$ cat src/rtl/countdown_timer.sv
// Loadable down-counter with pause/resume, abort and optional auto-reload.
// A done pulse is raised during the RUN cycle in which the count sits at zero.
module countdown_timer #(
  parameter int WIDTH = 4
) (
  input  logic             i_clk,
  input  logic             i_rstn,
  input  logic [WIDTH-1:0] i_load_val,
  input  logic             i_start,
  input  logic             i_stop,
  input  logic             i_auto_reload,
  output logic [WIDTH-1:0] o_count,
  output logic             o_busy,
  output logic             o_done
);

  typedef enum logic [1:0] {S_IDLE, S_RUN, S_PAUSE} state_t;

  state_t           r_state, w_nstate;
  logic [WIDTH-1:0] r_count, w_ncount;
  logic [WIDTH-1:0] r_reload, w_nreload;
  logic             w_zero;

  assign w_zero = (r_count == '0);

  always_ff @(posedge i_clk or negedge i_rstn) begin
    if (!i_rstn) begin
      r_state  <= S_IDLE;
      r_count  <= '0;
      r_reload <= '0;
    end else begin
      r_state  <= w_nstate;
      r_count  <= w_ncount;
      r_reload <= w_nreload;
    end
  end

  always_comb begin
    w_nstate  = r_state;
    w_ncount  = r_count;
    w_nreload = r_reload;
    case (r_state)
      S_IDLE: begin
        // stop has priority, so start+stop together leaves the timer idle
        if (i_start && !i_stop) begin
          w_nreload = i_load_val;
          w_ncount  = i_load_val;
          w_nstate  = S_RUN;
        end
      end
      S_RUN: begin
        if (!w_zero) begin
          if (i_stop) w_nstate = S_PAUSE;
          else        w_ncount = r_count - WIDTH'(1);
        end else if (i_stop) begin
          w_nstate = S_IDLE;
        end else if (i_auto_reload) begin
          w_ncount = r_reload;
        end else begin
          w_nstate = S_IDLE;
        end
      end
      S_PAUSE: begin
        if (i_stop) begin
          w_nstate = S_IDLE;
          w_ncount = '0;
        end else if (i_start) begin
          w_nstate = S_RUN;
        end
      end
      default: begin
        w_nstate = S_IDLE;
        w_ncount = '0;
      end
    endcase
  end

  // outputs decode registered state only; no input reaches them combinationally
  assign o_count = r_count;
  assign o_busy  = (r_state != S_IDLE);
  assign o_done  = (r_state == S_RUN) && w_zero;

endmodule

$ cat config.mk
export PLATFORM = sky130hd
export DESIGN_NAME = countdown_timer
export DESIGN_NICKNAME = d
export VERILOG_FILES = /design/src/rtl/countdown_timer.sv
export SDC_FILE = /design/constraint.sdc
export NUM_CORES = 1
export LEC_CHECK = 0
export ABC_CLOCK_PERIOD_IN_PS = 1700
export CORE_MARGIN = 2
export CORE_UTILIZATION = 43
export CTS_BUF_LIST = sky130_fd_sc_hd__clkbuf_16
export DETAILED_ROUTE_END_ITERATION = 7
export PLACE_DENSITY = 0.73
export SYNTH_ARGS = -nofsm -noshare
export SYNTH_HDL_FRONTEND = slang
export SYNTH_SLANG_ARGS = --single-unit
$ cat constraint.sdc
create_clock -name i_clk -period 1.7 [get_ports i_clk]
set_input_delay 0.51 -clock i_clk [delete_from_list [all_inputs] [get_ports i_clk]]
set_output_delay 0.51 -clock i_clk [all_outputs]
set_load 0.01 [all_outputs]
==> flow_summary.toml, run 1 <==
[cts]
cts_tree = "yes"
cts-root-buf = "clkbuf_16"
insertion_delay_ps = 240
hold_buffers = 0
clk_path_buf_depth = 2
cts_sinks = 10
cts_buffers = 3
htree_levels = 1
clk_pin_slew_ps = 40

[setup_path]
path_delay_family = "compound AO/OA/AOI/OAI gates"
path_cells = "inv_2 -> ha_4 -> buf_4 -> buf_6 -> or4b_4 -> a211oi_4 -> o21ai_1 -> o31ai_1"
reg2reg_slack_ps = -240
rr_endpoint = "o_count[2]"
cp-start-kind = "flip-flop"
endpoint_kind = "flip-flop"
rr_startpoint = "o_count[1]"
cp_max_fo = 4
arrival_ps = 2070
crit_buf_inv = 3
cp_slowest_cell = "or4b_4"
r2r_cells = 8
worstSetupPathType = "flip-flop to flip-flop"
cpPeakStageDelay_ps = 500
required_ps = 1830

[global_route]
grt_pass1_wl_mm = 3.19
grt_pass1_vias = 660
grt_max_degree = 16
track_usage_pct = 24.3
overflow = 0
antenna_found_initial = 0

[synth]
syn_nets = 76
ys_types = 32
synthesis.area_um2 = 658
synth.most_common_cell = "dfrtp_1"
synth_common_cells = "10 x dfrtp_1, 5 x nand2_1, 5 x nor3_1"
syn_inst = 65
synth.area.top_cells = "dfrtp_1 38%, mux2_2 6.8%, ha_1 3.8%, nor3_1 3.8%, nor4b_4 3.6%"
synthDominantCellAreaShare_pct = 38.0
ys_async_sr_fraction_pct = 100
synth.avg_cell_area_um2 = 10.1
synth_warnings = 0
synth-seq-cells = 10
synth-main-ff-cell = "dfrtp_1"
yosys.area.top_type = "dfrtp_1"
synth_edf_count = 0
seq_area_frac_synth_pct = 38.0

[detailed_routing]
viasPerCell = 5.85
vias = 684
routedWlPerCell_um = 18.9
dr.pass1.iters = 4
drtAntennaViolNets = 0
drt-total-wl_mm = 2.21
first_iter_violations = 37
drcViolationCount = 0

[placement]
port-buffer-count = 14
dp.cells = 108
dp_hpwl_mm = 1.25
gp_congestion = 0.831

[hold_path]
worstHoldEndpoint = "r_reload[1]"
hp-start = "r_reload[1]"
min_path_cells = 1
min_path_type = "flip-flop to flip-flop"

[timing]
timing.final.crit_share_pct = 114
holdWs_ps = 511
maxSlewViolCount = 0
setup_viol = 5
rsz0062_at_grt = "true"
fmax_mhz = 517
timing.final.ws_setup_ps = -235
maxSlewHeadroom_pct = 67.9
finalCriticalPeriod_ps = 1940
tightestPinTransition_ps = 480
skew_ps = 3.98
report.final.hold_viol_count = 0

[floorplanning]
die_h_um = 43.1
die_area_mm2 = 0.00186
initial_core_util_pct = 44.7
ios = 15
fp.dieW_um = 43.1
rows = 14
coreArea_mm2 = 0.00147

[flow_run]
drv_cap = 0

[pwr]
clockPowerShare_pct = 25.7
pwr_density_cell_mw_per_mm2 = 1540
totalPowerFinal_mw = 1.66
ir_drop_uv = 890
power_frac_comb_pct = 52.8
seq_power_share_pct = 21.6
swShare_pct = 33.8
p_sw_uw = 560
intPower_mw = 1.10
leakagePower_nw = 0.476

[status]
status = "finished with violations"
violations = "setup timing"

[layout]
layout.cells.non_filler = 117
n_antenna_cell = 0
final_nets = 113
synthToLayoutAreaGrowth_pct = 62.9
drive_gt1_share_pct = 44.6
==> per-stage QoR <==
stage | cell area, um2 | util (%) | setup TNS [ps] | worst slack, ps
5_1_grt | 1070 | 72.9 | -1430 | -305
4_1_cts | 1050 | 71.5 | -805 | -212
3_3_place_gp | 927 | 63.0 | -2690 | -394
2_1_floorplan | 666 | - | -98.9 | -37.1
6_report | 1070 | 72.9 | -1080 | -235
3_5_place_dp | 927 | 63.0 | -2910 | -413
==> flip-flops by register name, summed over array words and instances (netlist names) <==
signal and flops:
o_count 4, r_state 2, r_reload 4
==> worst max path at each step <==
stage,start,to,cells after the start
after floorplan,o_count[0],o_count[1],6
after global placement,o_count[1],o_done,5
after detailed placement,o_count[0],o_done,5
after CTS,o_count[1],o_done,5
after global routing,o_count[1],o_count[2],8
final,o_count[1],o_count[2],8
==> power by group through the flow <==
stage,Clock [mW],Sequential [mW],Combinational [mW]
3_5_place_dp,0,0.357,0.733
2_1_floorplan,0,0.402,0.323
3_3_place_gp,0,0.353,0.717
4_1_cts,0.426,0.358,0.820
5_1_grt,0.435,0.367,0.923
6_report,0.425,0.357,0.874
==> placed cells by master, fill, tap and decap left out, types with 2 or more instances in the layout <==
master / instances
buf_4: 20
dfrtp_1: 10
dlygate4sd2_1: 6
clkdlybuf4s50_1: 6
nand2_1: 5
nor3_1: 4
a21oi_1: 4
mux2_2: 4
or2_2: 3
nand2b_1: 3
clkbuf_16: 3
inv_2: 2
o211ai_1: 2
nor2b_1: 2
a32o_1: 2
o21ai_1: 2
==> what timing repair did <==
action / CTS / global route
cloned: 0 / 0
endpoints found under the setup margin: 10 / 5
resized for setup: 18 / 4
pin swaps: 6 / 3
setup buffers: 5 / 0
==> per-layer routing <==
metal / GRT usage, % / part of all wire, % / vias to the layer above
met5: 0 / 0 / -
met2: 40.0 / 48 / 33
li1: - / - / 318
met4: 9.09 / 1.9 / 0
met3: 5.11 / 7.5 / 9
met1: 30.8 / 42 / 324
==> cell families after synthesis <==
family | synth area share (%)
adder cells (fa/ha/maj) | 3.80
buffers and inverters | 3.99
flip-flops | 38.0
AO/OA/AOI/OAI | 18.8
AND/OR/NAND/NOR | 27.0
multiplexers | 8.36
==> final cells by class <==
class,instances,area (um2)
clock inverter,1,3.75
inverter,2,7.51
fill,98,399
sequential,10,250
tap,16,20.0
clock buffer,3,75.1
multi-input combinational,50,427
timing repair buffer,35,289
Note: power is estimated with default switching activity, not from simulation.
==> run 2: changes to the inputs <==
SKIP_CTS_REPAIR_TIMING = 1   (was unset)
==> run 2 against run 1 <==
The run still ends with setup timing left. Clock skew decreased by 1.2 ps. Hold slack barely moved. Largest cell class unchanged. Sequential power about the same. Register-to-register slack better by 40 ps. Cell area is 0.82% lower. Count of clock-buffer cells in the layout unchanged. Non-clock buffer count fell by 4. Sequential cell count stayed put. Sequential share of layout area grew 0.19 points. Highest routed layer unchanged. Clock power hardly changed.
==> flow_summary.toml, run 2 (synthesis gave the netlist of run 1 again) <==
[status]
status = "finished with violations"
violations = "setup timing"

[placement]
placed_cell_area_um2 = 927
dp_hpwl_mm = 1.25
port-buffer-count = 14
gp_congestion = 0.831
dp.cells = 108

[timing]
report.final.hold_viol_count = 0
rsz0062_at_grt = "true"
timing.final.crit_share_pct = 113
tightestPinTransition_ps = 494
finalCriticalPeriod_ps = 1920
fmax_mhz = 522
maxSlewViolCount = 0
timing.final.ws_setup_ps = -216
skew_ps = 2.81
setup_viol = 5
maxSlewHeadroom_pct = 67.0

[cts]
cts_tree = "yes"
cts_sinks = 10
clk_path_buf_depth = 2
insertion_delay_ps = 240
cts-root-buf = "clkbuf_16"
clk_pin_slew_ps = 40
cts_buffers = 3
htree_levels = 1

[global_route]
grt_pass1_wl_mm = 2.98
overflow = 0
antenna_found_initial = 0
grt_pass1_vias = 624
grt_max_degree = 16
track_usage_pct = 22.6

[floorplanning]
fp.dieW_um = 43.1
coreArea_mm2 = 0.00147
die_area_mm2 = 0.00186
initial_core_util_pct = 44.7
ios = 15
rows = 14
die_h_um = 43.1

[setup_path]
worstSetupPathType = "flip-flop to primary output"
cp-start-kind = "flip-flop"
required_ps = 1190
endpoint_kind = "primary output"
path_cells = "inv_2 -> ha_4 -> or3b_4 -> nor2_2 -> buf_2"
cp_max_fo = 2
arrival_ps = 1410
cp_slowest_cell = "dfrtp_1"
cpPeakStageDelay_ps = 380
r2r_cells = 7

[detailed_routing]
drt-total-wl_mm = 1.99
vias = 652
drtAntennaViolNets = 0
routedWlPerCell_um = 17.6
first_iter_violations = 23
viasPerCell = 5.77
drcViolationCount = 0
dr.pass1.iters = 4

[layout]
final_common_cell = "buf_4"
drive_gt1_share_pct = 42.3
fin_util_pct = 72.3
final_cell_mix = "17 x buf_4, 10 x dfrtp_1, 7 x dlymetal6s2s_1, 6 x clkdlybuf4s50_1, 5 x nand2_1"
final_nets = 109
synthToLayoutAreaGrowth_pct = 61.6
final_area_mm2 = 0.00106
n_antenna_cell = 0
layout.cells.non_filler = 113

[pwr]
totalPowerFinal_mw = 1.59
pwr_density_cell_mw_per_mm2 = 1500
ir_drop_uv = 949
leakagePower_nw = 0.522

[flow_run]
drv_cap = 0

[hold_path]
min_path_type = "flip-flop to flip-flop"
min_path_cells = 1
-- run 2: where the power goes --
part | switching, mW | internal (mW) | leakage [nW]
Sequential | 0.0445 | 0.315 | 0.123
Combinational | 0.370 | 0.437 | 0.361
Clock | 0.116 | 0.309 | 0.0385
Total | 0.531 | 1.06 | 0.522
-- run 2: through the flow --
stage / worst slack (ps) / TNS [ps] / hold WS, ps
after floorplan: -37.1 / -98.9 / 214
after global placement: -394 / -2690 / 490
after detailed placement: -413 / -2910 / 497
after CTS: -664 / -1810 / 510
after global routing: -289 / -1300 / 522
final: -216 / -873 / 511
-- run 2: routing by layer --
layer	routed length (um)	GRT usage, %
met5	0	0
met4	35	9.09
met3	149	5.11
met2	995	36.4
met1	813	28.8
-- run 2: worst max-delay path: cells and delay by family, from the launching register on --
family	cells	cell delay [ps]
and+or+nand+nor	2	460
buffers and inverters	2	200
adders and majority gates	1	130
DFF	1	380
-- run 2: layout make-up --
type | instances | area [um2]
timing repair buffer | 31 | 280
clock buffer | 3 | 75.1
fill | 99 | 408
inverter | 2 | 7.51
tap | 16 | 20.0
multi-input combinational | 50 | 427
sequential | 10 | 250
clock inverter | 1 | 3.75
-- run 2: final timing paths --
| check | endpoint | start | slack (ps) |
|---|---|---|---|
| worst min register to register | r_reload[1] | r_reload[1] | 510 |
| worst min-delay path | r_reload[1] | r_reload[1] | 510 |
| max in group asynchronous | r_reload[1] | i_rstn | 760 |
| worst max-delay path | o_done | o_count[1] | -220 |
| worst max register to register | o_count[1] | o_count[1] | -200 |
| min in group asynchronous | o_count[3] | i_rstn | 610 |
